### src/rtl/layer_priority_arbiter.sv
// layer_priority_arbiter
//   Two-stage per-pixel arbiter that picks one of N_LAYERS layer colours for
//   the single VGA RGB output. The layer with the lowest programmable rank
//   wins. On a rank tie, the lowest layer index wins. Rank writes land in a
//   shadow table. The shadow table is copied to the active table only on
//   frame_start, so the arbitration never changes mid-frame.
//   Optional build macro FADE_EN adds a frame-paced fade-to-black FSM. This
//   FSM scales every output colour, background and HUD included.
// Ports
//   clk, rst           pixel clock, synchronous active-high reset
//   valid_in           active-video flag
//   h_cnt, v_cnt       pixel coordinates
//   frame_start        one-cycle pulse at the first pixel of a frame
//   layer_pix          12 bits per layer, layer i at [12i+11:12i], 0 = transparent
//   prio_wr            write strobe for the shadow rank table
//   prio_idx, prio_val layer index and rank value written (rank 0 = highest priority)
//   fade_start         begins the fade (only with FADE_EN)
//   rgb_out            arbitrated colour, 2 cycles after the inputs
//   valid_out          valid_in delayed to match rgb_out
//   h_cnt_out, v_cnt_out coordinates delayed to match rgb_out
//   hit_layer          index of the winning layer
//   hit_valid          1 when some layer was opaque at this pixel
//   fade_done          fade has reached black (0 without FADE_EN)
module layer_priority_arbiter #(
    parameter int          N_LAYERS  = 8,
    parameter logic [11:0] BG_COLOR  = 12'hFDA,
    parameter logic [11:0] HUD_COLOR = 12'h000,
    parameter int          HUD_LINES = 20,
    parameter int          FADE_DIV  = 4
) (
    input  logic                    clk,
    input  logic                    rst,
    input  logic                    valid_in,
    input  logic [9:0]              h_cnt,
    input  logic [9:0]              v_cnt,
    input  logic                    frame_start,
    input  logic [12*N_LAYERS-1:0]  layer_pix,
    input  logic                    prio_wr,
    input  logic [2:0]              prio_idx,
    input  logic [2:0]              prio_val,
    input  logic                    fade_start,
    output logic [11:0]             rgb_out,
    output logic                    valid_out,
    output logic [9:0]              h_cnt_out,
    output logic [9:0]              v_cnt_out,
    output logic [2:0]              hit_layer,
    output logic                    hit_valid,
    output logic                    fade_done
);
    localparam int STAGES = 2;

    logic [N_LAYERS-1:0][2:0]  shadow_rank, active_rank;
    logic [N_LAYERS-1:0][11:0] pix_s1;
    logic [N_LAYERS-1:0]       op_s1;
    logic                      hud_s1;
    logic [9:0]                h_s1, v_s1;
    logic [STAGES:1]           vld_pipe;
    logic [4:0]                level;

    // Rank tables. An index that matches no layer is simply dropped.
    // frame_start copies the shadow table as it was before this edge, so a
    // write in the same cycle is committed at the following frame_start.
    always_ff @(posedge clk) begin
        for (int i = 0; i < N_LAYERS; i++) begin
            if (rst) begin
                shadow_rank[i] <= 3'(i);
                active_rank[i] <= 3'(i);
            end else begin
                if (prio_wr && prio_idx == 3'(i)) shadow_rank[i] <= prio_val;
                if (frame_start)                  active_rank[i] <= shadow_rank[i];
            end
        end
    end

    // Stage 1: capture pixels, opacity mask and coordinates.
    always_ff @(posedge clk) begin
        if (rst) begin
            pix_s1   <= '0;
            op_s1    <= '0;
            hud_s1   <= 1'b0;
            h_s1     <= '0;
            v_s1     <= '0;
            vld_pipe <= '0;
        end else begin
            for (int i = 0; i < N_LAYERS; i++) begin
                pix_s1[i] <= layer_pix[12*i +: 12];
                op_s1[i]  <= |layer_pix[12*i +: 12];
            end
            hud_s1   <= (v_cnt < 10'(HUD_LINES));
            h_s1     <= h_cnt;
            v_s1     <= v_cnt;
            vld_pipe <= {vld_pipe[STAGES-1:1], valid_in};
        end
    end

    // Stage 2 select. The strict '<' keeps the earliest index on a rank tie.
    logic        found;
    logic [2:0]  win_idx, win_rank;
    logic [11:0] win_pix, base_rgb, scaled_rgb;

    always_comb begin
        found    = 1'b0;
        win_idx  = '0;
        win_rank = '1;
        win_pix  = '0;
        for (int i = 0; i < N_LAYERS; i++) begin
            if (op_s1[i] && (!found || active_rank[i] < win_rank)) begin
                found    = 1'b1;
                win_idx  = 3'(i);
                win_rank = active_rank[i];
                win_pix  = pix_s1[i];
            end
        end
        base_rgb = found ? win_pix : (hud_s1 ? HUD_COLOR : BG_COLOR);
    end

    function automatic logic [3:0] scale(input logic [3:0] c, input logic [4:0] lvl);
        logic [8:0] p;
        p = {5'b0, c} * {4'b0, lvl};
        return p[7:4];
    endfunction

    assign scaled_rgb = {scale(base_rgb[11:8], level),
                         scale(base_rgb[7:4],  level),
                         scale(base_rgb[3:0],  level)};

    always_ff @(posedge clk) begin
        if (rst) begin
            rgb_out   <= '0;
            hit_layer <= '0;
            hit_valid <= 1'b0;
            h_cnt_out <= '0;
            v_cnt_out <= '0;
        end else begin
            rgb_out   <= vld_pipe[1] ? scaled_rgb : 12'h000;
            hit_layer <= (vld_pipe[1] && found) ? win_idx : 3'd0;
            hit_valid <= vld_pipe[1] && found;
            h_cnt_out <= h_s1;
            v_cnt_out <= v_s1;
        end
    end

    assign valid_out = vld_pipe[STAGES];

`ifdef FADE_EN
    typedef enum logic [1:0] {IDLE, FADING, BLACK} fade_state_t;
    fade_state_t state, state_nx;
    logic [4:0]  level_nx;
    logic [7:0]  div_cnt, div_nx;

    always_ff @(posedge clk) begin
        if (rst) begin
            state   <= IDLE;
            level   <= 5'd16;
            div_cnt <= '0;
        end else begin
            state   <= state_nx;
            level   <= level_nx;
            div_cnt <= div_nx;
        end
    end

    // The level steps only on frame_start, once every FADE_DIV pulses.
    always_comb begin
        state_nx = state;
        level_nx = level;
        div_nx   = div_cnt;
        case (state)
            IDLE:   if (fade_start) begin
                        state_nx = FADING;
                        div_nx   = '0;
                    end
            FADING: if (frame_start) begin
                        if (div_cnt == 8'(FADE_DIV - 1)) begin
                            div_nx   = '0;
                            level_nx = level - 5'd1;
                            if (level == 5'd1) state_nx = BLACK;
                        end else begin
                            div_nx = div_cnt + 8'd1;
                        end
                    end
            default: ;
        endcase
    end

    assign fade_done = (state == BLACK);
`else
    logic unused_fade;
    assign unused_fade = fade_start ^ (FADE_DIV == 0);
    assign level       = 5'd16;
    assign fade_done   = 1'b0;
`endif
endmodule

### config.mk
export PLATFORM = sky130hd
export DESIGN_NAME = layer_priority_arbiter
export DESIGN_NICKNAME = d
export VERILOG_FILES = /design/src/rtl/layer_priority_arbiter.sv
export SDC_FILE = /design/constraint.sdc
export NUM_CORES = 1
export LEC_CHECK = 0
export ABC_AREA = 1
export BUFFER_PORTS_ARGS = -buffer_cell sky130_fd_sc_hd__buf_2
export CAP_MARGIN = 20
export CORE_MARGIN = 5
export CORE_UTILIZATION = 51
export CTS_BUF_LIST = sky130_fd_sc_hd__clkbuf_4
export CTS_CLUSTER_DIAMETER = 100
export DETAILED_ROUTE_END_ITERATION = 16
export GPL_ROUTABILITY_DRIVEN = 0
export PLACE_DENSITY = 0.84
export SYNTH_ARGS = -nofsm -noshare
export SYNTH_HDL_FRONTEND = slang
export SYNTH_SLANG_ARGS = --single-unit
### constraint.sdc
create_clock -name clk -period 7.2 [get_ports clk]
set_input_delay 1.08 -clock clk [delete_from_list [all_inputs] [get_ports clk]]
set_output_delay 1.08 -clock clk [all_outputs]
set_load 0.03 [all_outputs]
Word-level counts from Yosys, hierarchy flattened
Cells that the tools add are included.
{ "word_totals": {"ff_bits": 211, "input_bits": 128, "output_inout_bits": 38, "word_cells": 124} }
{ "classes": {"magnitude_cmp": 8, "eq_ne": 7, "mux": 32, "n_bitwise": 2, "n_reduce_logical": 41} }
{ "ops": {"columns": ["cell", "count"], "rows": [
  ["12-bit two-way mux", 10],
  ["12-bit OR reduction", 8],
  ["3-bit two-way mux", 13],
  ["3-bit < comparator", 7],
  ["1-bit logical AND", 16],
  ["3-bit == test, second input constant", 4],
  ["10-bit by 5-bit < comparator with 1-bit output, second input constant", 1],
  ["1-bit two-way mux", 9],
  ["1-bit logical NOT", 7],
  ["1-bit logical OR", 7],
  ["3-bit by 2-bit == test with 1-bit output, second input constant", 2],
  ["2-bit OR reduction", 2],
  ["3-bit by 1-bit == test with 1-bit output, second input constant", 1],
  ["3-bit logical NOT", 1],
  ["1-bit NOT", 2]
]} }

Longest topological paths before layout
{ "logic_depth": {"ltp_word": 32, "depth_mapped": 71} }

Worst setup path before layout
No wires, ideal clock.
{ "synth_timing": {"path_type": "register to register", "from": "reg op_s1[0]", "to": "reg rgb_out[10]", "t_arrival_ns": 7.192, "t_required_ns": 7.079, "slack_ns": -0.113, "stages_incl_launch_ff": 63, "n_path_buf": 10, "synth_period_minus_slack_ns": 7.313, "path_cell_list": "dfxtp_1 > buf_6 > nand2_1 > nand3_2 > nand2_4 > nand3_4 > o22ai_1 > ha_1 > nand2_1 > clkinv_1 > nand2_1 > nand2_1 > nand2_2 > nand2_2 > buf_6 > clkbuf_1 > nand2_1 > o21ai_0 > (+27 left out) > o21ai_0 > ha_1 > a21oi_1 > nand2_1 > nand2_2 > nand2_2 > buf_6 > buf_6 > nand2_1 > o21ai_0 > ha_1 > a21oi_1 > nand2_2 > nand2_4 > buf_6 > nand3_1 > nand3_1 > nand2_1"} }
{ "synth_between": {"elab_chain_len": 30, "elab_cells_between_ends": 52} }
{ "synth_rtl": {"columns": ["element", "line", "rtl"], "rows": [
  ["start, declared", "54", "logic [N_LAYERS-1:0] op_s1;"],
  ["start signal, assigned by index", "87", "op_s1[i] <= |layer_pix[12*i +: 12];"],
  ["3-bit two-way mux / 1-bit two-way mux (equally long branches)", "107", "if (op_s1[i] && (!found || active_rank[i] < win_rank)) begin"],
  ["3-bit < comparator / 1-bit logical NOT (equally long branches)", "107", null],
  ["1-bit logical OR", "107", null],
  ["1-bit logical AND", "107", null],
  ["3-bit two-way mux / 1-bit two-way mux (equally long branches)", "107", null],
  ["3-bit < comparator / 1-bit logical NOT (equally long branches)", "107", null],
  ["1-bit logical OR", "107", null],
  ["1-bit logical AND", "107", null],
  ["(+14 left out)", null, null],
  ["1-bit logical OR", "107", null],
  ["1-bit logical AND", "107", null],
  ["3-bit two-way mux / 1-bit two-way mux (equally long branches)", "107", null],
  ["3-bit < comparator / 1-bit logical NOT (equally long branches)", "107", null],
  ["1-bit logical OR", "107", null],
  ["1-bit logical AND", "107", null],
  ["12-bit two-way mux / 1-bit two-way mux (equally long branches)", "107", null],
  ["12-bit two-way mux (*)", "114", "base_rgb = found ? win_pix : (hud_s1 ? HUD_COLOR : BG_COLOR);"],
  ["end signal, assigned", "135", "rgb_out <= vld_pipe[1] ? scaled_rgb : 12'h000;"],
  ["end, declared", "42", "output logic [11:0] rgb_out,"]
]} }
Every way passes the cells marked *; elsewhere a longest branch is shown, timed or not.
A chain may end at the register's enable or synchronous reset.

Final worst setup path
{ "layout_timing": {"from": "reg active_rank[5] (netlist bit)", "to": "reg rgb_out[8]"} }
{ "layout_between": {"elab_chain_len": 29, "elab_cells_between_ends": 48} }
{ "layout_rtl": {"columns": ["element", "line", "rtl"], "rows": [
  ["start, declared", "52", "logic [N_LAYERS-1:0][2:0] shadow_rank, active_rank;"],
  ["start signal, assigned by index", "67", "active_rank[i] <= 3'(i);"],
  ["start signal, assigned by index", "70", "if (frame_start) active_rank[i] <= shadow_rank[i];"],
  ["3-bit < comparator", "107", null],
  ["1-bit logical OR", "107", null],
  ["1-bit logical AND", "107", null],
  ["3-bit two-way mux / 1-bit two-way mux (equally long branches)", "107", null],
  ["3-bit < comparator / 1-bit logical NOT (equally long branches)", "107", null],
  ["1-bit logical OR", "107", null],
  ["1-bit logical AND", "107", null],
  ["3-bit two-way mux / 1-bit two-way mux (equally long branches)", "107", null],
  ["(+13 left out)", null, null],
  ["1-bit logical OR", "107", null],
  ["1-bit logical AND", "107", null],
  ["3-bit two-way mux / 1-bit two-way mux (equally long branches)", "107", null],
  ["3-bit < comparator / 1-bit logical NOT (equally long branches)", "107", null],
  ["1-bit logical OR", "107", null],
  ["1-bit logical AND", "107", null],
  ["12-bit two-way mux / 1-bit two-way mux (equally long branches)", "107", null],
  ["12-bit two-way mux (*)", "114", null]
]} }
Marks and branches as above.

==> flow_summary.toml <==
[status]
status = "finished, final reports clean"

[layout]
final_core_util_pct = 62.3
nFillCells = 1395
post_layout_nonfiller_instances = 1511
layout-drive-gt1-share_pct = 22.9
most_common_cell_after_layout_fill_and_taps_aside = "dfxtp_1"
multi_input_area_um2 = 3120
flow.area_growth_from_synthesis_pct = 19.4
footprint_of_the_flip_flops_and_latches_um2 = 4230
most-common-layout-cells = "209 x dfxtp_1, 204 x inv_1, 201 x nor2_1"
num-nets-final = 1389

[synthesis]
synth_top_area_share_pct = 50.8
synthesis.yosys.warnings = 0
ys_dominant_reg_cell = "dfxtp_1"
synth_sequential_area_ratio_pct = 50.8
fraction_of_registers_with_async_set_reset_pct = 0
netlist-cell-type-count = 31
number_of_synthesized_flops_with_an_enable_pin = 0
synthDominantAreaCellType = "dfxtp_1"
synth.cell_area_um2 = 8320
mappedNetlistNets = 1217
synth-seq-cells = 211
postSynthCellCount = 1081
synth_top_cells_by_area = "dfxtp_1 51%, inv_1 9.2%, nor2_1 9.1%"
post_synth.cell_area_avg_um2 = 7.70

[worst_setup_path]
critPathRequiredTime_ps = 7770
most_used_cell_cp = "nand2_1"
worst_r2r_endpoint = "rgb_out[8]$_SDFF_PP0_"
rr_startpoint = "active_rank[5]$_SDFFE_PP0P_"
timing.reg2reg.worst_path_depth = 56
crit_fanout = 18
end_kind = "flop"
setup.reg_to_reg.worst_slack_ps = 660
startpoint_type = "flop"
timing.critical_path.slowest_stage_cell = "dfxtp_2"
timing.critical_path.arrival_ps = 7110
critical_path_class = "flop to flop"
worst_path_largest_cell_delay_ps = 360

[hold_path]
min_to = "h_cnt_out[8]$_SDFF_PP0_"
worstHoldStart = "h_s1[8]$_SDFF_PP0_"
worstHoldPathType = "flop to flop"
min_delay_path_depth = 2

[drt]
drt-total-wl_um = 19700
antenna_nets_post_route = 0
avgViaCountPerCell = 4.86
avgRoutedWirePerCell_um = 13.1
vias = 7336
drc = 0
drt_pre_antenna_iters = 5
detail_route.iter0.violations = 428

[clock_network]
cts.sinks = 211
clk_pin_slew_worst_paths_ps = 70
cts_repair_resize_count = 0
cts.path.max_buffers = 3
post_cts_hold_buffer_count = 0
cts_made_buffers = 51
clockRootBuffer = "clkbuf_4"
cts_tree = "done"
clock_latency_reported_for_the_late_side_of_the_worst_skew_pair_ps = 670
post-cts-setup-buffers = 0
cts-htree-levels = 2

[die]
floorplan.io_pins = 166
floorplan.die.width_um = 138
fp-row-count = 46
initial_core_util_pct = 52.2
area_of_the_die_um2 = 19000
core_footprint_um2 = 15900
chipHeight_um = 138

[timing]
worstMarginPinSlew_ps = 1020
worst_clock_skew_ps = 43.1
slew_viol_final = 0
postLayoutSetupSlackWorst_ps = 659
fmaxAchievable_mhz = 153
setup_violating_endpoint_count_in_the_final_report = 0
post-route-period-util_pct = 90.8
setup_total_negative_slack_ps = 0
timing_hold_violations_final = 0
layout_min_cycle_time_ps = 6540
relSlewSlack_pct = 31.8

[grt]
first_global_vias = 7068
grt.total_usage_pct = 21.1
grt.overflow.total = 0
global_route_wire_length_before_repair_um = 32300
maximum_number_of_pins_on_one_net_before_global_route_repair = 106
grt_antenna_before_repair = 5

[power_and_ir_drop]
static_power_due_to_leakage_nw = 5.22
fin_total_pwr_mw = 2.77
ir_worst_vdd_uv = 182
power_density_nw_per_um2 = 279

[flow_run]
drv_cap = 0

[place]
pre_cts_slack_ps = 173
port-buffer-count = 163
placed_insts = 1416
post-dp-hpwl_um = 14100
cells in the mapped netlist (6+ instances only):
library cell / count
inv_1: 204
mux2_2: 12
o21ai_0: 38
nand2_2: 11
dfxtp_1: 211
nor4_1: 25
nand4_1: 16
a21oi_1: 25
mux2_1: 9
o211ai_1: 12
ha_1: 8
nand2_4: 6
nand2_1: 118
nand3_1: 95
clkbuf_1: 42
a31oi_1: 22
nor2_1: 201
buf_6: 7
cell families after synthesis:
group,count (synthesis),synth area share (%)
AND/OR/NAND/NOR,478,25.5
adder cells (fa/ha/maj),8,1.20
AO/OA/AOI/OAI,99,6.71
multiplexers,24,3.38
buffers and inverters,260,12.4
other,1,0.0451
flip-flops,211,50.8
where the power goes:
part,switching [mW],leakage (nW),internal (mW)
Combinational,0.335,3.09,0.205
Sequential,0.0272,1.75,1.23
Clock,0.474,0.385,0.496
through the flow:
stage / hold slack, ps / instance area [µm²]
finish: 399 / 9930
global route: 408 / 9930
CTS: 404 / 9860
detailed placement: 394 / 9220
global placement: 388 / 9220
floorplan: 388 / 8320
sequential cells by signal, summed over array words and instances, names as in the netlist:
register,cells
active_rank,24
h_cnt_out,10
h_s1,10
hit_layer,3
hit_valid,1
hud_s1,1
op_s1,8
pix_s1,96
rgb_out,12
shadow_rank,24
v_cnt_out,10
v_s1,10
vld_pipe,2
worst max-delay path, delay by kind of cell, from the launching register on:
family | cells | cell delay, ps
AND/OR/NAND/NOR | 37 | 3240
AO/OA/AOI/OAI | 8 | 980
buffers and inverters | 5 | 200
adder cells (fa/ha/maj) | 6 | 1620
flip-flops | 1 | 360
per-layer routing:
layer / vias to the layer above / wire length [µm] / GRT usage (%)
met2: 270 / 9450 / 34.6
met3: 54 / 1440 / 5.70
li1: 3751 / - / -
met1: 3259 / 8140 / 25.5
met4: 2 / 671 / 10.5
met5: - / 18 / 0
worst max-delay path by stage:
stage	startpoint	endpoint	slack, ps	cells past startpoint
2_1_floorplan	op_s1[0]$_SDFF_PP0_	rgb_out[10]$_SDFF_PP0_	7	61
3_3_place_gp	op_s1[0]$_SDFF_PP0_	rgb_out[11]$_SDFF_PP0_	350	52
3_5_place_dp	op_s1[0]$_SDFF_PP0_	rgb_out[9]$_SDFF_PP0_	170	51
4_1_cts	op_s1[0]$_SDFF_PP0_	rgb_out[8]$_SDFF_PP0_	90	51
5_1_grt	active_rank[5]$_SDFFE_PP0P_	rgb_out[8]$_SDFF_PP0_	-30	58
6_report	active_rank[5]$_SDFFE_PP0P_	rgb_out[8]$_SDFF_PP0_	660	56
cell type report:
class                   instances  area share, %
inverters                     208           7.86
clock inverters                20           1.17
diodes                          4          0.101
well taps                     216           2.72
flip-flops and latches        211           42.5
clock buffers                  71           5.37
repair buffers                171           8.88
multi-input cells             610           31.4
Power figures use the tool's default switching activity.
